**config.mk**
```make
export PLATFORM = sky130hd
export DESIGN_NAME = rsa_msg_sequencer
export DESIGN_NICKNAME = d
export VERILOG_FILES = /design/src/rtl/rsa_msg_sequencer.sv
export SDC_FILE = /design/constraint.sdc
export NUM_CORES = 1
export LEC_CHECK = 0
export ABC_AREA = 0
export CORE_UTILIZATION = 45
export CTS_BUF_LIST = sky130_fd_sc_hd__clkbuf_4
export CTS_CLUSTER_SIZE = 20
export DETAILED_ROUTE_END_ITERATION = 10
export GPL_ROUTABILITY_DRIVEN = 0
export GPL_TIMING_DRIVEN = 0
export PLACE_DENSITY = 0.73
export SLEW_MARGIN = 20
export SYNTH_ARGS = -nofsm -noshare
export SYNTH_HDL_FRONTEND = slang
export SYNTH_SLANG_ARGS = --single-unit
```
**constraint.sdc**
```tcl
create_clock -name clk -period 4.1 [get_ports clk]
set_input_delay 0.41 -clock clk [delete_from_list [all_inputs] [get_ports clk]]
set_output_delay 0.41 -clock clk [all_outputs]
set_load 0.01 [all_outputs]
```
**src/rtl/rsa_msg_sequencer.sv**
```systemverilog
// Feeds buffered 16-bit plaintext words to the RSA core one job at a time and
// returns ciphertexts in order. Optional range check: define RSA_RANGE_CHECK_EN.
module rsa_msg_sequencer #(
  parameter int unsigned DEPTH          = 4,
  parameter int unsigned TIMEOUT_CYCLES = 20000,
  parameter int unsigned CNT_W          = 16
) (
  input  logic             clk,
  input  logic             rst,
  input  logic [15:0]      prv_key,
  input  logic [15:0]      pub_key,
  input  logic             in_valid,
  output logic             in_ready,
  input  logic [15:0]      in_msg,
  output logic             core_start,
  output logic [15:0]      core_message,
  output logic [15:0]      core_private_key,
  output logic [15:0]      core_public_key,
  input  logic             core_cal_done,
  input  logic [15:0]      core_cal_val,
  output logic             out_valid,
  input  logic             out_ready,
  output logic [15:0]      out_val,
  output logic             out_err,
  output logic             busy,
  output logic [CNT_W-1:0] job_count,
  output logic             timeout
);

  localparam int unsigned AW = $clog2(DEPTH);
  localparam int unsigned TW = $clog2(TIMEOUT_CYCLES + 1);
  localparam logic [AW:0]   FULL_CNT = (AW + 1)'(DEPTH);
  localparam logic [TW-1:0] TMO_LAST = TW'(TIMEOUT_CYCLES - 1);

  typedef enum logic [2:0] {
    S_IDLE,
    S_LAUNCH,
    S_CLEAR,
    S_BUSY,
    S_OUTPUT
  } state_t;

  state_t state, state_next;

  logic [15:0]   mem [DEPTH];
  logic [AW-1:0] wr_ptr, rd_ptr;
  logic [AW:0]   count, count_next;
  logic [15:0]   head;
  logic [TW-1:0] tmr;

  logic push, pop, launch_load, res_ok, res_to, res_range, hs, range_bad;

  assign push = in_valid && in_ready;
  assign head = mem[rd_ptr];
  assign busy = (state != S_IDLE);

`ifdef RSA_RANGE_CHECK_EN
  assign range_bad = (head >= pub_key) || (pub_key < 16'd2);
`else
  assign range_bad = 1'b0;
`endif

  always_comb begin
    count_next = count;
    case ({push, pop})
      2'b10:   count_next = count + 1'b1;
      2'b01:   count_next = count - 1'b1;
      default: count_next = count;
    endcase
  end

  always_ff @(posedge clk) begin
    if (push) mem[wr_ptr] <= in_msg;
  end

  always_ff @(posedge clk or posedge rst) begin
    if (rst) begin
      wr_ptr   <= '0;
      rd_ptr   <= '0;
      count    <= '0;
      in_ready <= 1'b0;
    end else begin
      if (push) wr_ptr <= wr_ptr + 1'b1;
      if (pop)  rd_ptr <= rd_ptr + 1'b1;
      count    <= count_next;
      in_ready <= (count_next != FULL_CNT);
    end
  end

  always_ff @(posedge clk or posedge rst) begin
    if (rst) state <= S_IDLE;
    else     state <= state_next;
  end

  always_comb begin
    state_next  = state;
    pop         = 1'b0;
    launch_load = 1'b0;
    res_ok      = 1'b0;
    res_to      = 1'b0;
    res_range   = 1'b0;
    hs          = 1'b0;
    core_start  = 1'b0;
    case (state)
      S_IDLE: begin
        if ((count != '0) && !timeout) begin
          pop         = 1'b1;
          launch_load = 1'b1;
          if (range_bad) begin
            res_range  = 1'b1;
            state_next = S_OUTPUT;
          end else begin
            state_next = S_LAUNCH;
          end
        end
      end
      S_LAUNCH: begin
        core_start = 1'b1;
        state_next = S_CLEAR;
      end
      // A done level left over from the previous job must drop before we wait for a new one.
      S_CLEAR: begin
        if (tmr == TMO_LAST) begin
          res_to     = 1'b1;
          state_next = S_OUTPUT;
        end else if (!core_cal_done) begin
          state_next = S_BUSY;
        end
      end
      S_BUSY: begin
        if (core_cal_done) begin
          res_ok     = 1'b1;
          state_next = S_OUTPUT;
        end else if (tmr == TMO_LAST) begin
          res_to     = 1'b1;
          state_next = S_OUTPUT;
        end
      end
      S_OUTPUT: begin
        if (out_ready) begin
          hs         = 1'b1;
          state_next = S_IDLE;
        end
      end
      default: state_next = S_IDLE;
    endcase
  end

  always_ff @(posedge clk or posedge rst) begin
    if (rst) begin
      tmr              <= '0;
      core_message     <= '0;
      core_private_key <= '0;
      core_public_key  <= '0;
      out_valid        <= 1'b0;
      out_val          <= '0;
      out_err          <= 1'b0;
      job_count        <= '0;
      timeout          <= 1'b0;
    end else begin
      if (state == S_LAUNCH)
        tmr <= '0;
      else if ((state == S_CLEAR) || (state == S_BUSY))
        tmr <= tmr + 1'b1;

      if (launch_load) begin
        core_message     <= head;
        core_private_key <= prv_key;
        core_public_key  <= pub_key;
      end

      if (res_ok) begin
        out_val   <= core_cal_val;
        out_err   <= 1'b0;
        out_valid <= 1'b1;
      end else if (res_to || res_range) begin
        out_val   <= '0;
        out_err   <= 1'b1;
        out_valid <= 1'b1;
      end else if (hs) begin
        out_valid <= 1'b0;
        job_count <= job_count + CNT_W'(1);
      end

      if (res_to) timeout <= 1'b1;
    end
  end

endmodule
```
==> run metrics <==
max incr delay on CP=470 ps; GRT Util Overall=20.1%; critical path's top delay family=buffers and inverters; Critical Path Fanout Max=10; kind of end point of the critical path=flip-flop; WL final=15,000 um; CP Cell Sequence=or3_1 -> or3_1 -> buf_2 -> inv_2 -> buf_2 -> buf_2 -> ha_1 -> inv_1 -> fa_1 -> xor2_1 -> nor2_1 -> xor2_1 -> nand2_1; die height=127 um; vias post-DR=4,738; Critical Path AT=3930 ps; endpoints failing setup=0; GRT Residual Overflow=0; Initial Util=46.1%; Clock Sinks=173; Logic pwr share=42.4%; initial antenna violation count=1; status=finished clean; Cell variety after synth=49; headroom to the max-slew limit=34.2%; Worst Setup Start Kind=flip-flop; vias per cell=5.21; H-tree levels=4; first-pass GRT wire length=24,800 um; post-CTS setup buffer count=0; Die X=127 um; critical path's slowest cell=dfrtp_1; Worst EP required=4590 ps; Syn Nets=610; # port buffers=154; maximum vdd drop=0.000333 V; Synth Instances=533; fin crit period=3440 ps; Place WS=648 ps; RSZ-0062 raised after global routing=no; Finished Layout Cells=909; Synth Warn #=0; Mapped Area=6980 um^2; I/O Pins=155; most frequent cells in the layout=154 x clkdlybuf4s50_1, 140 x nand2_1, 109 x dfrtp_1, 64 x edfxtp_1, 20 x o21ai_0; worst path bufs/invs=5; setup_tns=0 ps; final hold violation count=0; sw frac=35.1%; root buffer cell=clkbuf_4; Internal=3.92 mW; Seq/Total Area, Yosys=66.6%; Synth async-reset ratio=63.0%; HPWL after DPL=10,600 um; type of the worst setup path=flip-flop to flip-flop; routed len/inst=16.5 um; layout cells sized above 1=11.7%; Setup WS post-layout=660 ps; Layout area overhead=29.7%; CORE AREA=15,100 um^2; Max Fclk=0.291 GHz; row cnt=45; CP most frequent cell=buf_2; Synth Flop Type=dfrtp_1; CTS Buf Count=17; Tcrit/Tclk final=83.9%; number of global-route vias before repair=5,021; sequential power share=42.6%; CTS tree=yes; Switch Pwr=2.12 mW; Hold Slack=171 ps; Hold WC Path Type=primary input to async pin; maxcap violations=0; Power, Total=6.04 mW; die area=16,000 um^2; Hold Buf Count CTS=0; commonest non-fill, non-tap cell in the layout=clkdlybuf4s50_1; Clock Pin Slew Worst Setup and Hold Paths=160 ps; post-route cell area=9060 um^2; DRC viols=0; Clock Skew=27.4 ps; CTS max path bufs=2; LEAKAGE=3.76 nW; post_cts resized=0; fill cell count=1,221; Iter 0 DRT Violations=243; pin slew with the least headroom to its limit=978 ps; Seq cells post-synth=173; Pwr Density=666 nW/um^2; worst skew pair latency=580 ps; cell count after placement=876; largest net degree at the start of global routing=78; final core utilization=59.8%; EDFF count, synth=64; drt first pass iters=4; max-slew violations=0; Final nets=784; Syn Area/Cell=13.1 um^2; Final ANT Viol Nets=0; clock share of power=15.1%; placed inst area=8790 um^2
## power groups by stage
stage | clock network [mW] | logic, mW | registers [mW]
global placement | 0 | 2.49 | 2.58
floorplan | 0 | 1.35 | 2.70
detailed placement | 0 | 2.59 | 2.61
finish | 0.909 | 2.56 | 2.57
global route | 1.01 | 2.82 | 2.64
CTS | 0.940 | 2.60 | 2.57
## cells in the mapped netlist (4+ instances only)
cell type | n | area (um^2)
and3_1 | 7 | 43.8
a22oi_1 | 17 | 128
nor2_1 | 14 | 52.6
ha_1 | 7 | 87.6
nand2_1 | 140 | 526
nand3_1 | 12 | 60.1
inv_1 | 8 | 30.0
mux2_2 | 18 | 203
nand4_1 | 4 | 25.0
or2_2 | 4 | 25.0
o31ai_1 | 5 | 37.5
dfrtp_1 | 109 | 2730
xnor2_1 | 15 | 131
nor4_1 | 4 | 25.0
mux2i_1 | 5 | 50.1
edfxtp_1 | 64 | 1920
o21ai_0 | 20 | 100
buf_2 | 7 | 35.0
mux4_2 | 16 | 360
clkbuf_1 | 15 | 56.3
xor2_1 | 6 | 52.6
## sequential cells by signal, indices dropped and copies added (netlist names)
| name | cells |
|---|---|
| in_ready | 1 |
| tmr | 15 |
| core_public_key | 16 |
| job_count | 16 |
| rd_ptr | 2 |
| out_err | 1 |
| core_message | 16 |
| mem | 64 |
| wr_ptr | 2 |
| out_valid | 1 |
| core_private_key | 16 |
| count | 3 |
| state | 3 |
| timeout | 1 |
| out_val | 16 |
## final timing paths
check | startpoint | end | slack (ps) | cells after the start
max | state[0] | in_ready | 660 | 13
min | rst | core_private_key[4] | 170 | 2
max reg2reg | state[0] | in_ready | 660 | 13
min reg2reg | core_public_key[2] | core_public_key[2] | 490 | 2
max in group asynchronous | rst | wr_ptr[0] | 3250 | 3
min in group clk | prv_key[6] | core_private_key[6] | 340 | 3
## per-layer routing
layer  GRT usage, %  up-vias  wire length, um
li1               -     2239                -
met1           25.2     2340             6610
met2           33.4      137             7280
met3           6.16       22              907
met4           6.80        0              243
met5              0        -                0
## cell families (layout without fill, tap and decap cells)
logic type	after synthesis	after routing	share of synthesized area [%]
adders and majority gates	8	8	1.54
buffers and inverters	34	221	2.11
muxes	39	39	8.78
AOI/OAI and AO/OA	57	57	5.55
other	0	1	0
DFF	173	173	66.6
and+or+nand+nor	201	201	12.8
xor gates and xnor gates	21	21	2.63
## area by class of cell
class	instances	area (um^2)	area share, %
sequential	173	4650	51.3
inverter	9	38.8	0.428
clock buffer	19	143	1.58
buffer	25	114	1.26
multi-input combinational	326	2190	24.1
antenna	1	2.50	0.0276
timing repair buffer	155	1570	17.3
tap	188	235	2.60
clock inverter	13	119	1.31
No activity file was read; power rests on OpenSTA's default activity.
